<file path="config.mk">
export PLATFORM = sky130hd
export DESIGN_NAME = knn_feeder
export DESIGN_NICKNAME = d
export VERILOG_FILES = /design/src/rtl/knn_feeder_pkg.sv /design/src/rtl/knn_feeder_nat_master.sv /design/src/rtl/knn_feeder.sv
export SDC_FILE = /design/constraint.sdc
export NUM_CORES = 1
export LEC_CHECK = 0
export ABC_AREA = 1
export CORE_AREA = 3 3 195 197
export CTS_CLUSTER_DIAMETER = 30
export CTS_CLUSTER_SIZE = 40
export DETAILED_ROUTE_END_ITERATION = 8
export DIE_AREA = 0 0 198 200
export MAX_ROUTING_LAYER = met4
export PLACE_DENSITY_LB_ADDON = 0.3
export SYNTH_ARGS = -nofsm -noshare
export SYNTH_HDL_FRONTEND = slang
export SYNTH_HIERARCHICAL = 1
export SYNTH_SLANG_ARGS = --single-unit
</file>
<file path="constraint.sdc">
create_clock -name clk -period 1.95 [get_ports clk]
set_clock_uncertainty 0.1 [all_clocks]
set_input_delay 0.2925 -clock clk [delete_from_list [all_inputs] [get_ports clk]]
set_output_delay 0.2925 -clock clk [all_outputs]
set_load 0.01 [all_outputs]
</file>
<file path="src/rtl/knn_feeder_pkg.sv">
// Shared definitions for knn_feeder: KNN peripheral register map, default K, and FSM states.
package knn_feeder_pkg;

  localparam int unsigned REG_RESET  = 0;
  localparam int unsigned REG_ENABLE = 1;
  localparam int unsigned REG_A      = 2;
  localparam int unsigned REG_B      = 3;
  localparam int unsigned REG_LABEL  = 4;
  localparam int unsigned REG_INFO0  = 5;

  localparam int unsigned K_DEFAULT  = 10;

  typedef enum logic [3:0] {
    S_IDLE,
    S_RST1,
    S_RST0,
    S_WR_A,
    S_WAIT_PT,
    S_WR_B,
    S_WR_LBL,
    S_EN1,
    S_EN0,
    S_RD_INFO,
    S_RES,
    S_DONE
  } state_t;

endpackage

</file>
<file path="src/rtl/knn_feeder_nat_master.sv">
// Single-transaction native-bus initiator with one-cycle turnaround.
// Optional bus watchdog enabled by KNN_FEEDER_TIMEOUT_EN.
module knn_feeder_nat_master #(
  parameter int ADDR_W = 5,
  parameter int DATA_W = 32,
  parameter int TMO_W  = 10
) (
  input  logic                  clk,
  input  logic                  rst,
  input  logic                  i_req,
  input  logic                  i_we,
  input  logic [ADDR_W-1:0]     i_addr,
  input  logic [DATA_W-1:0]     i_wdata,
  output logic                  o_ack,
  output logic                  o_timeout,
  output logic                  m_valid,
  output logic [ADDR_W-1:0]     m_addr,
  output logic [DATA_W-1:0]     m_wdata,
  output logic [DATA_W/8-1:0]   m_wstrb,
  input  logic                  m_ready
);

  logic                r_valid;
  logic [ADDR_W-1:0]   r_addr;
  logic [DATA_W-1:0]   r_wdata;
  logic [DATA_W/8-1:0] r_wstrb;
  logic                w_tmo;

`ifdef KNN_FEEDER_TIMEOUT_EN
  logic [TMO_W-1:0] r_tmo;

  // Fires on the (2^TMO_W-1)th consecutive cycle of m_valid without m_ready.
  assign w_tmo = r_valid && !m_ready && (r_tmo == TMO_W'((2 ** TMO_W) - 2));

  always_ff @(posedge clk) begin
    if (rst || !r_valid || m_ready) r_tmo <= '0;
    else                            r_tmo <= r_tmo + TMO_W'(1);
  end
`else
  assign w_tmo = 1'b0;
`endif

  // Dropping r_valid on completion guarantees one idle cycle; a request
  // seen in that cycle launches on the following one.
  always_ff @(posedge clk) begin
    if (rst) begin
      r_valid <= 1'b0;
      r_addr  <= '0;
      r_wdata <= '0;
      r_wstrb <= '0;
    end else if (r_valid) begin
      if (m_ready || w_tmo) r_valid <= 1'b0;
    end else if (i_req) begin
      r_valid <= 1'b1;
      r_addr  <= i_addr;
      r_wdata <= i_we ? i_wdata : '0;
      r_wstrb <= i_we ? '1 : '0;
    end
  end

  assign o_ack     = r_valid && m_ready;
  assign o_timeout = w_tmo;
  assign m_valid   = r_valid;
  assign m_addr    = r_addr;
  assign m_wdata   = r_wdata;
  assign m_wstrb   = r_wstrb;

endmodule

</file>
<file path="src/rtl/knn_feeder.sv">
// Job sequencer driving the KNN peripheral: reset, test point, N training points, K info reads.
// Bus watchdog and sticky err are enabled by KNN_FEEDER_TIMEOUT_EN.
module knn_feeder
  import knn_feeder_pkg::*;
#(
  parameter int ADDR_W  = 5,
  parameter int DATA_W  = 32,
  parameter int LABEL_W = 8,
  parameter int NPTS_W  = 16,
  parameter int K       = K_DEFAULT,
  parameter int TMO_W   = 10
) (
  input  logic                clk,
  input  logic                rst,
  input  logic                cmd_valid,
  output logic                cmd_ready,
  input  logic [DATA_W-1:0]   cmd_test,
  input  logic [NPTS_W-1:0]   cmd_npts,
  input  logic                pt_valid,
  output logic                pt_ready,
  input  logic [DATA_W-1:0]   pt_data,
  input  logic [LABEL_W-1:0]  pt_label,
  output logic                res_valid,
  input  logic                res_ready,
  output logic [DATA_W-1:0]   res_data,
  output logic                res_last,
  output logic                busy,
  output logic                done,
  output logic                err,
  output logic                m_valid,
  output logic [ADDR_W-1:0]   m_addr,
  output logic [DATA_W-1:0]   m_wdata,
  output logic [DATA_W/8-1:0] m_wstrb,
  input  logic [DATA_W-1:0]   m_rdata,
  input  logic                m_ready
);

  localparam int IDX_W = (K > 1) ? $clog2(K) : 1;

  state_t              r_state, w_next;
  logic [DATA_W-1:0]   r_test, r_pt, r_res;
  logic [NPTS_W-1:0]   r_npts, r_cnt;
  logic [LABEL_W-1:0]  r_lbl;
  logic [IDX_W-1:0]    r_idx;

  logic                w_req, w_we, w_ack, w_tmo;
  logic [ADDR_W-1:0]   w_addr;
  logic [DATA_W-1:0]   w_wdata;
  logic                w_last_pt, w_last_info;

  assign w_last_pt   = (r_cnt == r_npts - NPTS_W'(1));
  assign w_last_info = (r_idx == IDX_W'(K - 1));

  knn_feeder_nat_master #(
    .ADDR_W (ADDR_W),
    .DATA_W (DATA_W),
    .TMO_W  (TMO_W)
  ) u_nat (
    .clk       (clk),
    .rst       (rst),
    .i_req     (w_req),
    .i_we      (w_we),
    .i_addr    (w_addr),
    .i_wdata   (w_wdata),
    .o_ack     (w_ack),
    .o_timeout (w_tmo),
    .m_valid   (m_valid),
    .m_addr    (m_addr),
    .m_wdata   (m_wdata),
    .m_wstrb   (m_wstrb),
    .m_ready   (m_ready)
  );

  always_comb begin
    w_next  = r_state;
    w_req   = 1'b0;
    w_we    = 1'b1;
    w_addr  = '0;
    w_wdata = '0;
    case (r_state)
      S_IDLE:    if (cmd_valid) w_next = S_RST1;
      S_RST1: begin
        w_req = 1'b1; w_addr = ADDR_W'(REG_RESET); w_wdata = DATA_W'(1);
        if (w_ack) w_next = S_RST0;
      end
      S_RST0: begin
        w_req = 1'b1; w_addr = ADDR_W'(REG_RESET);
        if (w_ack) w_next = S_WR_A;
      end
      S_WR_A: begin
        w_req = 1'b1; w_addr = ADDR_W'(REG_A); w_wdata = r_test;
        if (w_ack) w_next = (r_npts == '0) ? S_RD_INFO : S_WAIT_PT;
      end
      S_WAIT_PT: if (pt_valid) w_next = S_WR_B;
      S_WR_B: begin
        w_req = 1'b1; w_addr = ADDR_W'(REG_B); w_wdata = r_pt;
        if (w_ack) w_next = S_WR_LBL;
      end
      S_WR_LBL: begin
        w_req = 1'b1; w_addr = ADDR_W'(REG_LABEL); w_wdata = DATA_W'(r_lbl);
        if (w_ack) w_next = S_EN1;
      end
      S_EN1: begin
        w_req = 1'b1; w_addr = ADDR_W'(REG_ENABLE); w_wdata = DATA_W'(1);
        if (w_ack) w_next = S_EN0;
      end
      S_EN0: begin
        w_req = 1'b1; w_addr = ADDR_W'(REG_ENABLE);
        if (w_ack) w_next = w_last_pt ? S_RD_INFO : S_WAIT_PT;
      end
      S_RD_INFO: begin
        w_req = 1'b1; w_we = 1'b0;
        w_addr = ADDR_W'(REG_INFO0) + ADDR_W'(r_idx);
        if (w_ack) w_next = S_RES;
      end
      S_RES:     if (res_ready) w_next = w_last_info ? S_DONE : S_RD_INFO;
      S_DONE:    w_next = S_IDLE;
      default:   w_next = S_IDLE;
    endcase
    if (w_tmo) w_next = S_IDLE;
  end

  always_ff @(posedge clk) begin
    if (rst) begin
      r_state <= S_IDLE;
      r_test  <= '0;
      r_npts  <= '0;
      r_cnt   <= '0;
      r_pt    <= '0;
      r_lbl   <= '0;
      r_idx   <= '0;
      r_res   <= '0;
    end else begin
      r_state <= w_next;
      if (r_state == S_IDLE && cmd_valid) begin
        r_test <= cmd_test;
        r_npts <= cmd_npts;
        r_cnt  <= '0;
        r_idx  <= '0;
      end
      if (r_state == S_WAIT_PT && pt_valid) begin
        r_pt  <= pt_data;
        r_lbl <= pt_label;
      end
      if (r_state == S_EN0 && w_ack && !w_last_pt) r_cnt <= r_cnt + NPTS_W'(1);
      if (r_state == S_RD_INFO && w_ack)           r_res <= m_rdata;
      if (r_state == S_RES && res_ready && !w_last_info) r_idx <= r_idx + IDX_W'(1);
    end
  end

`ifdef KNN_FEEDER_TIMEOUT_EN
  logic r_err;
  always_ff @(posedge clk) begin
    if (rst)                                r_err <= 1'b0;
    else if (r_state == S_IDLE && cmd_valid) r_err <= 1'b0;
    else if (w_tmo)                          r_err <= 1'b1;
  end
  assign err = r_err;
`else
  assign err = 1'b0;
`endif

  assign cmd_ready = (r_state == S_IDLE);
  assign busy      = (r_state != S_IDLE);
  assign done      = (r_state == S_DONE);
  assign pt_ready  = (r_state == S_WAIT_PT) && pt_valid;
  assign res_valid = (r_state == S_RES);
  assign res_data  = (r_state == S_RES) ? r_res : '0;
  assign res_last  = (r_state == S_RES) && w_last_info;

endmodule
</file>
==> summary.md <==
| Metric | Value |
|---|---|
| CP peak stage delay | `0.33 ns` |
| Arr. time, crit path | `1.69 ns` |
| Final Hold Vio Count | `0` |
| Filler Cell Count | `3867` |
| Tmin final | `2.09 ns` |
| Design Area, Final | `13300 µm²` |
| Worst-path maximum fanout | `17` |
| FF+latch count, synth | `183` |
| Share of cells above drive strength 1 | `0.224` |
| Run status | `complete, but fails checks` |
| WL final | `29200 µm` |
| Mean Syn Cell Area | `7.00 µm²` |
| Die ar. | `39600 µm²` |
| Max_cap viols | `0` |
| Total GRT Usage | `0.149` |
| WS Path Type | `register to output pin` |
| CP delay by family, top | `buffers and inverters` |
| CP endpoint kind | `output pin` |
| Global-route wire length before repair | `45400 µm` |
| Antenna violations before repair | `2` |
| Cell Pwr Density | `682 nW/µm²` |
| Largest net degree at the start of global routing | `69` |
| CTS tree | `yes` |
| Drt pass-1 iters | `5` |
| Worst ir drop on vdd | `571 µV` |
| Final HPWL DP | `20800 µm` |
| Fmax | `479 MHz` |
| Die H | `200 µm` |
| Sequential share of the synthesized area | `0.405` |
| Avg WL per Cell | `14.3 µm` |
| Leak | `5.50 nW` |
| Initial Util | `0.248` |
| Total gr overflow | `0` |
| Area Growth Syn to Fin | `47.1%` |
| Dominant register cell in the synthesized netlist | `dfxtp_1` |
| Root buffer cell | `clkbuf_16` |
| WP buf/inv | `5` |
| Post-route ant nets | `0` |
| Cell count along the critical path | `8` |
| Post-route DRC | `0` |
| Number of flops mapped to enable cells by yosys | `0` |
| Slew Limit Fails | `0` |
| Post-synth net total | `1423` |
| Clock Latency Late Sink | `0.44 ns` |
| Unrepaired setup endpoints after global routing | `true` |
| Hold Crit Class | `input port to register` |
| DRT iter0 DRCs | `321` |
| Io pins | `207` |
| Syn Inst Count | `1293` |
| Final setup violation count | `53` |
| Synth warn | `6` |
| Setup ws final | `-0.136 ns` |
| DR vias | `8804` |
| Inserted Clock Buffers | `17` |
| Startpoint types | `register` |
| Mapped Area | `9050 µm²` |
| Clock sink total | `183` |
| Vias/cell | `4.31` |
| Fin crit share | `1.07` |
| Nets@finish | `1692` |
| Vias in the first global route | `8525` |
| Slowest-stage cell, CP | `dfxtp_2` |
| Final GP Congestion | `0.875` |
| Standard-cell rows | `70` |
| Most frequent CP cell | `nor2_4` |
| Worst Reg-to-Reg Cells | `15` |
| H-Tree Depth | `4` |
| Required @ worst endpoint | `1.56 ns` |
| Synth cell types | `44` |
| Failing checks | `setup timing` |
| Port buffer count | `205` |
| Critical path, cell by cell | `buf_6, nor2_4, inv_2, nor2_4, inv_6, buf_12, nor2_2, buf_2` |
| Async set-reset flop share out of synthesis | `0` |
| Total core area | `36400 µm²` |
| CTS Buffer Depth | `2` |
| Placed inst area | `12200 µm²` |
| Hold Path Stages | `3` |
| Clock-pin transition on the worst setup and hold timing paths | `0.07 ns` |
| Placement Setup Slack | `-0.139 ns` |
| Die width | `198 µm` |
final cells by class:
| type | count | area, µm² | share of cell area |
|---|---|---|---|
| tap | 468 | 586 | 0.0440 |
| clock inverter | 14 | 155 | 0.0116 |
| clock buffer | 18 | 439 | 0.0330 |
| multi-input combinational | 810 | 4510 | 0.338 |
| antenna | 2 | 5.00 | 0.000376 |
| inverter | 230 | 886 | 0.0665 |
| timing repair buffer | 320 | 3050 | 0.229 |
| sequential | 183 | 3690 | 0.277 |
layout by cell type (no fill, tap or decap), types with 4 or more instances in the layout:
cell | Yosys | routed
buf_6 | 5 | 20
buf_4 | 9 | 89
dfxtp_2 | 0 | 8
dfxtp_4 | 0 | 4
nand3b_1 | 8 | 8
inv_6 | 0 | 4
nor2_1 | 145 | 111
nand2_4 | 3 | 5
nor2_4 | 8 | 26
nor2_2 | 14 | 30
clkinv_4 | 0 | 4
a21oi_2 | 10 | 18
nand4_1 | 7 | 7
clkbuf_16 | 0 | 18
inv_8 | 0 | 5
nor3_1 | 6 | 6
o211ai_1 | 4 | 4
a21oi_1 | 139 | 130
o22ai_1 | 24 | 24
dfxtp_1 | 183 | 171
o21ai_1 | 1 | 10
o221ai_1 | 8 | 7
nand3_1 | 30 | 24
nand2_1 | 199 | 193
nand2_2 | 23 | 27
xnor2_1 | 10 | 8
nand3_2 | 13 | 17
o21ai_0 | 121 | 112
clkdlybuf4s50_1 | 0 | 167
inv_1 | 220 | 213
inv_2 | 5 | 8
nand2_8 | 2 | 4
buf_12 | 2 | 13
buf_2 | 8 | 26
xor2_1 | 13 | 12
repair_timing:
| action | CTS | global route |
|---|---|---|
| setup endpoints to repair | 135 | 108 |
| resized for setup | 230 | 63 |
| endpoints found under the hold margin | 0 | 0 |
| cloned | 3 | 2 |
| pin swaps | 19 | 23 |
| hold buffers | 0 | 0 |
| setup buffers | 6 | 4 |
power by group:
group          internal (W)  total, W  switching (W)
logic              0.000795   0.00159       0.000791
clock network       0.00176   0.00351        0.00175
registers           0.00389   0.00399      0.0000943
total               0.00644   0.00908        0.00264
per-layer routing:
metal | wire [µm] | up-vias | track usage
met4 | 603 | 0 | 0.0446
met3 | 1530 | 28 | 0.0374
li1 | - | 4612 | -
met5 | 0 | - | -
met2 | 13200 | 181 | 0.230
met1 | 13900 | 3983 | 0.194
per-stage QoR:
step	instances	setup TNS (ns)	total power [W]	utilization	hold WS, ns
global route	2045	-10.14	0.00955	0.366	0.307
CTS	2037	-4.05	0.00917	0.358	0.287
detailed placement	1996	-8.19	0.00557	0.335	0.345
floorplan	1293	0	0.00485	-	0.327
finish	2045	-4.95	0.00908	0.366	0.312
global placement	1996	-10.81	0.00555	0.335	0.338
flip-flops by register name (all words and copies together) (netlist names):
name	flops
r_res	32
u_nat/m_wstrb	1
r_idx	4
u_nat/m_addr	5
r_pt	32
r_cnt	16
r_npts	16
r_lbl	8
u_nat/m_valid	1
r_test	32
u_nat/m_wdata	32
r_state	4
logic make-up (layout without fill, tap and decap cells):
kind of cell / Yosys count / count (layout) / share of synthesized area
other: 2 / 4 / 0.000829
buffers and inverters: 302 / 582 / 0.140
adder cells (fa/ha/maj): 4 / 4 / 0.00553
XOR/XNOR: 23 / 23 / 0.0222
AND/OR/NAND/NOR: 467 / 469 / 0.241
flip-flops: 183 / 183 / 0.405
AO/OA/AOI/OAI: 312 / 312 / 0.186
synthesized netlist by cell type (all sizes together) (10+ instances only):
| cell | instances | area, µm² |
|---|---|---|
| a21oi | 149 | 783 |
| buf | 27 | 226 |
| clkbuf | 45 | 169 |
| dfxtp | 183 | 3660 |
| inv | 227 | 857 |
| nand2 | 227 | 965 |
| nand3 | 44 | 298 |
| nor2 | 168 | 742 |
| o21ai | 122 | 611 |
| o22ai | 24 | 150 |
| xnor2 | 10 | 87.6 |
| xor2 | 13 | 114 |
worst register-to-register path: cells and delay by family, from the launching register on:
| family | cells | cell delay [ns] |
|---|---|---|
| compound gates | 1 | 0.13 |
| simple gates | 11 | 1.10 |
| buf+inv | 3 | 0.35 |
| flops | 1 | 0.34 |
worst paths after layout:
kind / to / start / slack [ns]
worst max-delay path: res_data[26] / r_state[2] / -0.14
worst min register to register: r_pt[27] / r_pt[27] / 0.35
worst min-delay path: r_lbl[1] / pt_label[1] / 0.31
worst max register to register: r_cnt[15] / r_npts[0] / -0.11
(Power assumes the default switching activity.)
